## src/rtl/pipe_skid_reg.sv

```systemverilog
// Pipeline-stage register with valid/ready handshake, optional skid entry and flush.
// Ports:
//   clk        clock, all state updates on the rising edge
//   rst        synchronous active-high reset
//   flush      discard all held entries at the next edge
//   in_valid   upstream payload valid
//   in_data    upstream payload
//   in_ready   stage accepts in_data this cycle (flop when SKID=1, combinational when SKID=0)
//   out_valid  out_data is valid
//   out_data   payload to downstream stage, BUBBLE while empty
//   out_ready  downstream accepts this cycle
//   count      number of entries held (0..2)
module pipe_skid_reg #(
    parameter int unsigned       WIDTH  = 32,
    parameter int unsigned       SKID   = 1,
    parameter logic [WIDTH-1:0]  BUBBLE = '0
) (
    input  logic             clk,
    input  logic             rst,
    input  logic             flush,
    input  logic             in_valid,
    input  logic [WIDTH-1:0] in_data,
    output logic             in_ready,
    output logic             out_valid,
    output logic [WIDTH-1:0] out_data,
    input  logic             out_ready,
    output logic [1:0]       count
);

    logic             skid_valid;
    logic [WIDTH-1:0] skid_data;

    logic             in_fire;
    logic             main_free;
    logic             out_valid_d;
    logic [WIDTH-1:0] out_data_d;
    logic             skid_valid_d;
    logic [WIDTH-1:0] skid_data_d;

    // Next-state for the main and skid entries.
    always_comb begin
        in_fire      = in_valid & in_ready;
        main_free    = ~out_valid | out_ready;
        out_valid_d  = out_valid;
        out_data_d   = out_data;
        skid_valid_d = skid_valid;
        skid_data_d  = skid_data;

        if (main_free) begin
            if (skid_valid) begin
                // Older skid payload goes first; a new arrival refills the skid.
                out_valid_d  = 1'b1;
                out_data_d   = skid_data;
                skid_valid_d = in_fire;
                if (in_fire) begin
                    skid_data_d = in_data;
                end
            end else if (in_fire) begin
                out_valid_d = 1'b1;
                out_data_d  = in_data;
            end else begin
                out_valid_d = 1'b0;
                out_data_d  = BUBBLE;
            end
        end else if (in_fire && (SKID != 0)) begin
            skid_valid_d = 1'b1;
            skid_data_d  = in_data;
        end
    end

    // Entry registers; flush behaves exactly like reset.
    always_ff @(posedge clk) begin
        if (rst || flush) begin
            out_valid  <= 1'b0;
            out_data   <= BUBBLE;
            skid_valid <= 1'b0;
            skid_data  <= '0;
            count      <= 2'd0;
        end else begin
            out_valid  <= out_valid_d;
            out_data   <= out_data_d;
            skid_valid <= skid_valid_d;
            skid_data  <= skid_data_d;
            count      <= 2'({1'b0, out_valid_d} + {1'b0, skid_valid_d});
        end
    end

    generate
        if (SKID != 0) begin : g_skid
            logic ready_q;

            // Registered ready: mirrors an empty skid entry, no path from out_ready.
            always_ff @(posedge clk) begin
                if (rst || flush) begin
                    ready_q <= 1'b1;
                end else begin
                    ready_q <= ~skid_valid_d;
                end
            end

            assign in_ready = ready_q;
        end else begin : g_noskid
            assign in_ready = ~out_valid | out_ready;
        end
    endgenerate

endmodule

```

## config.mk

```make
export PLATFORM = sky130hd
export DESIGN_NAME = pipe_skid_reg
export DESIGN_NICKNAME = d
export VERILOG_FILES = /design/src/rtl/pipe_skid_reg.sv
export SDC_FILE = /design/constraint.sdc
export NUM_CORES = 1
export LEC_CHECK = 0
export CAP_MARGIN = 30
export CORE_MARGIN = 3
export CORE_UTILIZATION = 56
export DETAILED_ROUTE_END_ITERATION = 7
export DONT_BUFFER_PORTS = 1
export GPL_TIMING_DRIVEN = 0
export PLACE_DENSITY = 0.8
export REMOVE_ABC_BUFFERS = 1
export SETUP_SLACK_MARGIN = 0.15
export SYNTH_ARGS = -nofsm -noshare
export SYNTH_HDL_FRONTEND = slang
export SYNTH_SLANG_ARGS = --single-unit
```

## constraint.sdc

```tcl
create_clock -name clk -period 1.09 [get_ports clk]
set_input_delay 0.218 -clock clk [delete_from_list [all_inputs] [get_ports clk]]
set_output_delay 0.218 -clock clk [all_outputs]
set_load 0.01 [all_outputs]
```

==> Implementation_results.wiki <==
{| class="wikitable"
! Metric !! Value
|-
| Final Hold Viols || 0
|-
| Violated checks || negative setup slack
|-
| Worst EP required || 1350 ps
|-
| Detailed-routing iteration count for the pre-antenna-repair pass || 5
|-
| Setup-violating endpoint count in the final report || 69
|-
| Clock Sink Count || 69
|-
| Top-level I/O count || 73
|-
| Input/output buffers || 0
|-
| Worst Path Max Fanout || 6
|-
| Layout overhead on the synthesized area || 30.9%
|-
| RSZ-0062 raised after global routing || true
|-
| Diode insertion count for antenna repair || 0
|-
| Drt first-iter violations || 214
|-
| Overall global routing resource usage || 27.6%
|-
| Slew @ Worst Pin || 538 ps
|-
| Pwr per Cell Area || 1340 mW/mm2
|-
| Critical path, cell by cell || buf_12, clkinvlp_4, a21oi_4, buf_12, buf_16, mux2i_1
|-
| Family with the most delay on the worst path || buffers and inverters
|-
| Number of design rule violations left after detail routing || 0
|-
| Synth Warn # || 0
|-
| Max rail drop VDD || 0.925 mV
|-
| Congestion Overflow GR || 0
|-
| Largest area contributor in the synthesized netlist || sky130_fd_sc_hd__dfxtp_1
|-
| Synth Flop Type || sky130_fd_sc_hd__dfxtp_1
|-
| Sequential-to-total area share from yosys stat || 45.8%
|-
| Area share of the leading cell type in the synthesized netlist || 45.8%
|-
| Die boundary height || 79.4 um
|-
| Post-synth design cell area || 0.00301 mm2
|-
| Insertion delay to the later sink of the worst-skew pair || 340 ps
|-
| Commonest cells in the synthesized netlist || sky130_fd_sc_hd__dfxtp_1, sky130_fd_sc_hd__nand2_1, sky130_fd_sc_hd__nor2_1, sky130_fd_sc_hd__o21ai_0, sky130_fd_sc_hd__mux2i_1
|-
| Via Count || 2545
|-
| Proportion of layout cells with a drive suffix above 1 || 38.8%
|-
| DRT antenna net count || 0
|-
| WP buf/inv || 4
|-
| P_leak || 0.00136 uW
|-
| Top post-synthesis cells by area || sky130_fd_sc_hd__dfxtp_1, sky130_fd_sc_hd__a221oi_2, sky130_fd_sc_hd__mux2i_1, sky130_fd_sc_hd__nand2_1, sky130_fd_sc_hd__o21ai_0
|-
| Hold bufs inserted after CTS || 0
|-
| Number of max-capacitance violations reported || 0
|-
| Post-synthesis async set-or-reset flop share || 0%
|-
| Final wirelength || 9140 um
|-
| Vias per inst || 6.41
|-
| Deepest level of the CTS H-tree || 3
|-
| Utilization after layout || 76.3%
|-
| Wirelength per Cell || 23.0 um
|-
| Final cycle utilization of the critical path || 134%
|-
| Die width || 79.4 um
|-
| Maximum clock path buffer count || 2
|-
| TritonCTS clock tree || built
|-
| Pre-CTS worst setup slack || -1170 ps
|-
| Placer Congestion || 0.686
|-
| Core region area || 0.00517 mm2
|-
| Root buffer cell || sky130_fd_sc_hd__clkbuf_8
|-
| Total CTS buffers || 9
|-
| Most repeated cell in the gate-level netlist after synthesis || sky130_fd_sc_hd__dfxtp_1
|-
| Critical-path top delay cell || sky130_fd_sc_hd__dfxtp_4
|-
| Worst slack on hold paths || 20.9 ps
|-
| Clock transition at the registers of the reported paths || 80 ps
|-
| Final critical delay including setup and external delays || 1460 ps
|-
| Number of enable-type register cells in the synthesized netlist || 0
|-
| First-pass GRT wire length || 13000 um
|-
| Launching element type of the critical path || flop
|-
| Die Outline Area || 0.00630 mm2
|-
| Initial standard-cell utilization of the core || 58.3%
|-
| Max-slew violation total from the final report || 0
|-
| Synthesized flop and latch total || 69
|-
| Pin count of the biggest net entering global routing || 45
|-
| Setup WS post-layout || -369 ps
|-
| Cell count after synthesis || 306
|-
| HPWL Detailed || 4140 um
|-
| Number of antenna violations at the first check in global routing || 0
|-
| Run status || finished, violations left
|-
| Relative max-transition margin || 64.1%
|-
| Number of global-route vias before repair || 2534
|-
| Syn Area/Cell || 9.85 um2
|-
| CP Class || reg2reg
|-
| Clock Skews || 13.6 ps
|-
| Worst Setup End Kind || flop
|-
| Maximum clock rate || 685 MHz
|-
| Post-layout total power || 5300 uW
|-
| Worst min-delay path category || in2reg
|-
| Cell repeated most along the worst path || sky130_fd_sc_hd__buf_12
|-
| Placement row count || 26
|-
| Arrival time of data at the critical path endpoint || 1720 ps
|-
| Layout Nets || 360
|-
| Number of unique standard cell types used by synthesis || 25
|-
| Biggest cell delay along the critical path || 370 ps
|}
-- placed cells by master, fill, tap and decap left out, types with 2 or more instances in the layout --
| cell type | count |
|---|---|
| sky130_fd_sc_hd__o21ai_4 | 2 |
| sky130_fd_sc_hd__clkbuf_8 | 11 |
| sky130_fd_sc_hd__buf_12 | 11 |
| sky130_fd_sc_hd__clkbuf_1 | 3 |
| sky130_fd_sc_hd__dfxtp_1 | 33 |
| sky130_fd_sc_hd__buf_8 | 2 |
| sky130_fd_sc_hd__o21ai_0 | 31 |
| sky130_fd_sc_hd__and3b_4 | 2 |
| sky130_fd_sc_hd__buf_16 | 6 |
| sky130_fd_sc_hd__a221oi_4 | 9 |
| sky130_fd_sc_hd__nor2_1 | 32 |
| sky130_fd_sc_hd__o21a_1 | 2 |
| sky130_fd_sc_hd__buf_6 | 3 |
| sky130_fd_sc_hd__dfxtp_2 | 28 |
| sky130_fd_sc_hd__mux2i_1 | 31 |
| sky130_fd_sc_hd__buf_4 | 8 |
| sky130_fd_sc_hd__clkbuf_16 | 3 |
| sky130_fd_sc_hd__dfxtp_4 | 8 |
| sky130_fd_sc_hd__nand2_1 | 65 |
| sky130_fd_sc_hd__a221oi_2 | 23 |
-- layout make-up --
class                      count  area, um2
clock buffer                  14        163
multi-input combinational    208       1600
clock inverter                 1       30.0
sequential                    69       1450
tap                           70       87.6
fill                         310       1230
timing repair buffer          34        617
inverter                       1       7.51
-- what timing repair did --
| item | CTS | global route |
|---|---|---|
| hold endpoints to repair | 0 | 0 |
| gates cloned | 6 | 3 |
| gates resized for setup | 52 | 36 |
| endpoints found under the setup margin | 94 | 101 |
| setup buffers | 16 | 4 |
| pin swaps | 28 | 16 |
-- state kept, by name, indices dropped and copies added (netlist names), named ones only --
| name | flops |
|---|---|
| out_data | 32 |
| skid_valid | 1 |
| count | 2 |
| in_ready | 1 |
| skid_data | 32 |
-- final timing paths --
kind | start | to | slack (ps) | cells after the start
setup reg to reg | skid_valid | skid_data[5] | -370 | 6
hold reg to reg | skid_data[21] | skid_data[21] | 470 | 2
setup / recovery | skid_valid | skid_data[5] | -370 | 6
hold / removal | in_data[23] | skid_data[23] | 20 | 2
-- layer usage --
metal | global-route usage [%] | part of all wire, %
met5 | 0 | 0
met4 | 14.4 | 3.3
met3 | 9.86 | 9.3
met2 | 43.6 | 48
met1 | 32.7 | 40
-- power breakdown --
| part | total, uW | leakage (uW) | internal (uW) | switching [uW] |
|---|---|---|---|---|
| registers | 2630 | 0.000577 | 2570 | 62.6 |
| logic | 569 | 0.000682 | 291 | 278 |
| clock network | 2100 | 0.0000968 | 1180 | 923 |
| total | 5300 | 0.00136 | 4030 | 1260 |
-- kinds of logic (layout without fill, tap and decap cells) --
kind of cell / count (synthesis) / count (layout) / synth area share [%]
simple gates: 103 / 104 / 13.5
compound gates: 71 / 71 / 22.4
flops: 69 / 69 / 45.8
mux: 32 / 32 / 10.6
buf+inv: 30 / 50 / 7.31
xor+xnor: 1 / 1 / 0.291
-- stage by stage --
stage / std cells / instance area [um2] / TNS (ps)
2_1_floorplan: 277 / 2800 / -130810
3_3_place_gp: 347 / 2890 / -190910
3_5_place_dp: 353 / 3030 / -63300
4_1_cts: 390 / 3670 / -12580
5_1_grt: 397 / 3950 / -22130
6_report: 397 / 3950 / -19870
(Power assumes the default switching activity.)
